File: src/rtl/mdu.sv
// Multiply/divide unit owning the architectural HI/LO pair: multi-cycle MULT/MULTU,
// 32-cycle radix-2 restoring DIV/DIVU, and single-cycle MTHI/MTLO writes.
module mdu #(
    parameter int unsigned MULT_LAT = 5
) (
    input  logic        clk,
    input  logic        reset,
    input  logic        Start,
    input  logic [2:0]  MDOp,
    input  logic [31:0] A,
    input  logic [31:0] B,
    output logic [31:0] HI,
    output logic [31:0] LO,
    output logic        Busy
);

    typedef enum logic [1:0] {
        IDLE,
        MUL,
        DIV
    } state_t;

    typedef enum logic [2:0] {
        OP_MULT  = 3'd0,
        OP_MULTU = 3'd1,
        OP_DIV   = 3'd2,
        OP_DIVU  = 3'd3,
        OP_MTHI  = 3'd4,
        OP_MTLO  = 3'd5
    } mdop_t;

    state_t      state, state_nxt;
    logic [4:0]  cnt, cnt_nxt;
    logic [31:0] op_a, op_a_nxt;
    logic [31:0] op_b, op_b_nxt;
    logic        op_signed, op_signed_nxt;
    logic [31:0] rem, rem_nxt;
    logic [31:0] quo, quo_nxt;
    logic [31:0] hi_nxt, lo_nxt;
    logic        busy_nxt;

    // Low 64 bits of the extended operands' product equal the 32x32 result
    // for both signed and unsigned interpretation.
    logic [63:0] ext_a, ext_b, product;
    assign ext_a   = {{32{op_signed & op_a[31]}}, op_a};
    assign ext_b   = {{32{op_signed & op_b[31]}}, op_b};
    assign product = ext_a * ext_b;

    // Restoring divide step on magnitudes; quo doubles as the dividend shifter.
    logic [31:0] div_mag;
    logic [32:0] shifted, trial;
    logic        fits;
    logic [31:0] step_rem, step_quo;
    logic        neg_q, neg_r;
    logic [31:0] q_fix, r_fix;

    assign div_mag  = (op_signed && op_b[31]) ? (~op_b + 32'd1) : op_b;
    assign shifted  = {rem, quo[31]};
    assign trial    = shifted - {1'b0, div_mag};
    assign fits     = (shifted >= {1'b0, div_mag});
    assign step_rem = fits ? trial[31:0] : shifted[31:0];
    assign step_quo = {quo[30:0], fits};
    assign neg_q    = op_signed & (op_a[31] ^ op_b[31]);
    assign neg_r    = op_signed & op_a[31];
    assign q_fix    = neg_q ? (~step_quo + 32'd1) : step_quo;
    assign r_fix    = neg_r ? (~step_rem + 32'd1) : step_rem;

    always_ff @(posedge clk or posedge reset) begin
        if (reset) begin
            state     <= IDLE;
            cnt       <= '0;
            op_a      <= '0;
            op_b      <= '0;
            op_signed <= 1'b0;
            rem       <= '0;
            quo       <= '0;
            HI        <= '0;
            LO        <= '0;
            Busy      <= 1'b0;
        end else begin
            state     <= state_nxt;
            cnt       <= cnt_nxt;
            op_a      <= op_a_nxt;
            op_b      <= op_b_nxt;
            op_signed <= op_signed_nxt;
            rem       <= rem_nxt;
            quo       <= quo_nxt;
            HI        <= hi_nxt;
            LO        <= lo_nxt;
            Busy      <= busy_nxt;
        end
    end

    always_comb begin
        state_nxt     = state;
        cnt_nxt       = cnt;
        op_a_nxt      = op_a;
        op_b_nxt      = op_b;
        op_signed_nxt = op_signed;
        rem_nxt       = rem;
        quo_nxt       = quo;
        hi_nxt        = HI;
        lo_nxt        = LO;
        busy_nxt      = Busy;

        case (state)
            IDLE: begin
                if (Start) begin
                    case (MDOp)
                        OP_MULT, OP_MULTU: begin
                            state_nxt     = MUL;
                            busy_nxt      = 1'b1;
                            cnt_nxt       = 5'(MULT_LAT - 1);
                            op_a_nxt      = A;
                            op_b_nxt      = B;
                            op_signed_nxt = (MDOp == OP_MULT);
                        end
                        OP_DIV, OP_DIVU: begin
                            state_nxt     = DIV;
                            busy_nxt      = 1'b1;
                            cnt_nxt       = 5'd31;
                            op_a_nxt      = A;
                            op_b_nxt      = B;
                            op_signed_nxt = (MDOp == OP_DIV);
                            rem_nxt       = '0;
                            quo_nxt       = ((MDOp == OP_DIV) && A[31]) ? (~A + 32'd1) : A;
                        end
                        OP_MTHI: hi_nxt = A;
                        OP_MTLO: lo_nxt = A;
                        default: ;
                    endcase
                end
            end

            MUL: begin
                if (cnt == '0) begin
                    {hi_nxt, lo_nxt} = product;
                    state_nxt        = IDLE;
                    busy_nxt         = 1'b0;
                end else begin
                    cnt_nxt = cnt - 5'd1;
                end
            end

            DIV: begin
                rem_nxt = step_rem;
                quo_nxt = step_quo;
                if (cnt == '0) begin
                    // The last quotient bit is folded straight into HI/LO here.
                    if (op_b == '0) begin
                        lo_nxt = '1;
                        hi_nxt = op_a;
                    end else begin
                        lo_nxt = q_fix;
                        hi_nxt = r_fix;
                    end
                    state_nxt = IDLE;
                    busy_nxt  = 1'b0;
                end else begin
                    cnt_nxt = cnt - 5'd1;
                end
            end

            default: begin
                state_nxt = IDLE;
                busy_nxt  = 1'b0;
            end
        endcase
    end

endmodule

File: config.mk
export PLATFORM = sky130hd
export DESIGN_NAME = mdu
export DESIGN_NICKNAME = d
export VERILOG_FILES = /design/src/rtl/mdu.sv
export SDC_FILE = /design/constraint.sdc
export NUM_CORES = 2
export LEC_CHECK = 0
export CORE_AREA = 2 2 397 300
export CTS_CLUSTER_DIAMETER = 80
export CTS_CLUSTER_SIZE = 20
export DETAILED_ROUTE_END_ITERATION = 8
export DIE_AREA = 0 0 399 302
export GPL_TIMING_DRIVEN = 0
export PLACE_DENSITY = 0.6
export SETUP_SLACK_MARGIN = 0.05
export SLEW_MARGIN = 20
export SYNTH_ARGS = -nofsm -noshare
export SYNTH_HDL_FRONTEND = slang
export SYNTH_SLANG_ARGS = --single-unit
File: constraint.sdc
create_clock -name clk -period 16.19 [get_ports clk]
set_clock_uncertainty 0.1 [all_clocks]
set_input_delay 2.4285 -clock clk [delete_from_list [all_inputs] [get_ports clk]]
set_output_delay 2.4285 -clock clk [all_outputs]
set_load 0.05 [all_outputs]
==> impl_metrics.py <==
metrics = {
    "cts": {
        "cts_tree": "built",
        "cts_hold_repair.buffers": 0,
        "worstSkewPairLatency_ns": 0.53,
        "buffers_from_clock_root_to_sink_at_most": 3,
        "worst_setup_hold_path_clk_slew_ns": 0.10,
        "cts_buffers": 15,
        "clock_sink_count": 201,
        "cts_setup_buffers": 0,
        "h-tree-depth": 1,
        "cts_resized": 0,
        "cts-root-buf": "clkbuf_16",
    },
    "setup_path": {
        "crit_type": "reg2reg",
        "critical_path.slowest_cell": "clkbuf_1",
        "cp-start-kind": "flop",
        "ff2ff_setup_slack_ns": 4.72,
        "rr_endpoint": "HI[31]$_DFFE_PP0P_",
        "regToRegStartpoint": "op_a[10]$_DFFE_PP0P_",
        "cell_count_of_the_worst_reg_to_reg_path": 29,
        "arrival_ns": 11.75,
        "slowest_delay_ns": 0.97,
        "worst-endpoint-required_ns": 16.47,
        "critical_path.max_fanout": 10,
        "critical_path.most_common_cell": "fa_1",
        "critPathCaptureType": "flop",
    },
    "logic_synthesis": {
        "synth_fp_nets": 7493,
        "syn_inst": 6043,
        "asyncSetResetFlopFracSynth_pct": 100,
        "ys_seq_area_share_pct": 9.64,
        "synth.avg_cell_area_um2": 8.64,
        "synthFlopType": "dfrtp_1",
        "synth-edff-count": 0,
        "synth.cell_area_um2": 52200,
        "count_of_distinct_cell_types_in_the_synthesized_netlist": 88,
        "post_synthesis_sequential_element_count": 201,
        "ys_warn_count": 0,
    },
    "drt": {
        "drc": 0,
        "antenna_left": 0,
        "routed-via-count": 44991,
        "routedWlPerCell_um": 27.9,
        "finalWirelength_mm": 217,
        "initialDrtViolationCount": 5224,
        "detailedRoute.firstPassIterationCount": 5,
        "via_per_inst": 5.79,
    },
    "hold_path": {
        "hold_path_end": "LO[18]$_DFFE_PP0P_",
        "hold_path.startpoint": "LO[18]$_DFFE_PP0P_",
        "worstHoldPathCells": 1,
        "timing.hold.worst.class": "reg2reg",
    },
    "place": {
        "routabilityCongestion": 1.02,
        "dpl-instance-area_um2": 55600,
        "port_buffers": 129,
        "dp_hpwl_mm": 181,
    },
    "timing": {
        "fin_crit_sh_pct": 70.8,
        "timing.setup.tns_ns": 0,
        "timing.final.max_slew_violations": 0,
        "count_of_endpoints_failing_setup_in_the_final_report": 0,
        "timing_worst_slew_pin_value_ns": 1.31,
        "timing.fmax_ghz": 0.0872,
        "minimum_clock_period_ns": 11.47,
        "hold_violations": 0,
        "max-slew-margin-rel_pct": 12.7,
        "grt_setup_unrepaired": "false",
    },
    "layout": {
        "final_layout_size_suffix_gt1_share_pct": 1.73,
        "area.growth.synth_to_final_pct": 7.40,
        "final_design_area_no_fill_um2": 56100,
        "layout.nets": 7643,
        "final.fill_count": 11559,
    },
    "floorplan": {
        "number_of_placement_rows": 109,
        "floorplan.die.height_um": 302,
        "dieWidth_um": 399,
        "core_region_area_um2": 117000,
        "dieArea_um2": 120000,
        "boundaryPins": 135,
        "initial_core_util_pct": 44.6,
    },
    "job": {
        "count_of_maximum_capacitance_violations": 0,
    },
    "grt": {
        "first_global_vias": 44313,
        "first_pass_grt_wire_length_mm": 314,
        "grtUsageTotal_pct": 36.3,
        "grt_antenna_before_repair": 22,
        "grt_start_max_net_pins": 89,
        "grt_remaining_overflow": 0,
    },
    "outcome": {
        "outcome": "completed",
    },
}
[layout make-up]
type,count,area (um2),area share (%)
buffer,389,1530,2.73
clock buffer,17,393,0.701
antenna,13,32.5,0.0580
timing repair buffer,133,1380,2.46
sequential,201,5030,8.97
clock inverter,5,47.5,0.0848
multi-input combinational,4287,41300,73.7
tap,1554,1940,3.47
inverter,1166,4380,7.82
[layer usage]
| layer | vias up | track usage (%) | wire (um) |
|---|---|---|---|
| li1 | 18646 | - | - |
| met1 | 23134 | 53.2 | 91000 |
| met2 | 2801 | 49.2 | 85700 |
| met3 | 398 | 12.8 | 30300 |
| met4 | 12 | 13.1 | 9480 |
| met5 | - | 0 | 87 |
[synth_stat cells (11+ instances only)]
library cell  instances  area share (%)
xnor2_1             122             2.0
and3_1               30            0.36
and2_1              351             4.2
dfrtp_1             201             9.6
o211ai_1             22            0.32
o31ai_1              43            0.62
o21ai_1              18            0.17
a21o_1               52            0.75
nand4_1              19            0.23
a21oi_1             202             1.9
nor4_1               18            0.22
nand2_1            1100             7.9
buf_1                36            0.26
a211oi_1             19            0.27
nor2_1              215             1.5
nor3_1               44            0.42
clkbuf_1            339             2.4
nand2b_1             25            0.30
o21ai_0             211             2.0
xor2_1               76             1.3
or3_1                21            0.25
a31oi_1              27            0.32
buf_2                11            0.11
ha_1                254             6.1
a221oi_1             36            0.60
o21a_1               19            0.27
nand3_1              46            0.44
inv_1              1163             8.4
fa_1               1126              43
mux2i_1              28            0.54
[flip-flops by register name, summed over array words and instances (netlist names)]
name,count
HI,32
LO,32
op_a,32
op_b,32
quo,32
rem,32
cnt,5
state,2
Busy,1
op_signed,1
[worst max path at each step]
stage                                     start                  to
after floorplan           op_signed$_DFFE_PP0P_  HI[28]$_DFFE_PP0P_
after global placement     op_b[10]$_DFFE_PP0P_  HI[31]$_DFFE_PP0P_
after detailed placement  op_signed$_DFFE_PP0P_  HI[31]$_DFFE_PP0P_
after CTS                 op_signed$_DFFE_PP0P_  HI[31]$_DFFE_PP0P_
after global routing      op_signed$_DFFE_PP0P_  HI[31]$_DFFE_PP0P_
final                      op_a[10]$_DFFE_PP0P_  HI[31]$_DFFE_PP0P_
[per-stage QoR]
stage	hold slack (ns)	utilization, %	worst slack [ns]	instances
6_report	0.383	47.9	4.72	7765
5_1_grt	0.416	47.9	4.57	7755
4_1_cts	0.385	47.9	5.02	7752
3_5_place_dp	0.370	47.5	5.08	7730
3_3_place_gp	0.366	47.4	4.67	7726
2_1_floorplan	0.374	-	7.52	6043
[kinds of logic (layout without fill, tap and decap cells)]
group                      count (synthesis)  in the layout  share of synthesized area, %
DFF                                      201            201                          9.64
buffers and inverters                   1555           1710                          11.2
xor gates and xnor gates                 198            198                          3.32
muxes                                     31             31                         0.602
and+or+nand+nor                         1919           1919                          16.7
AOI/OAI and AO/OA                        759            759                          9.24
adders and majority gates               1380           1380                          49.3
other                                      0             13                             0
[placed cells by master, fill, tap and decap left out, types with 19 or more instances in the layout]
master and n:
clkdlybuf4s50_1 129, a21o_1 52, buf_1 35, o21a_1 19, nor2_1 215, nand2b_1 25
a31oi_1 27, nand2_1 1100, nand3_1 46, xnor2_1 122, dfrtp_1 201, a221oi_1 36
ha_1 254, mux2i_1 28, o211ai_1 22, and3_1 30, or3_1 21, clkbuf_2 34
nor3_1 44, inv_1 1162, nand4_1 19, and2_1 351, fa_1 1125, o31ai_1 43
o21ai_0 211, xor2_1 76, clkbuf_1 307, a21oi_1 202
[critical path: cells and delay by family, from the launching register on]
family                   cells  cell delay (ns)
AO/OA/AOI/OAI                7             2.17
XOR/XNOR                     1             0.53
adder cells (fa/ha/maj)      9             4.58
buffers and inverters        8             2.44
flip-flops                   1             0.33
AND/OR/NAND/NOR              4             1.17
Power is left out: the tool's default activity adds up to more than one toggle a clock period on the data nets, which glitch-free logic cannot reach.
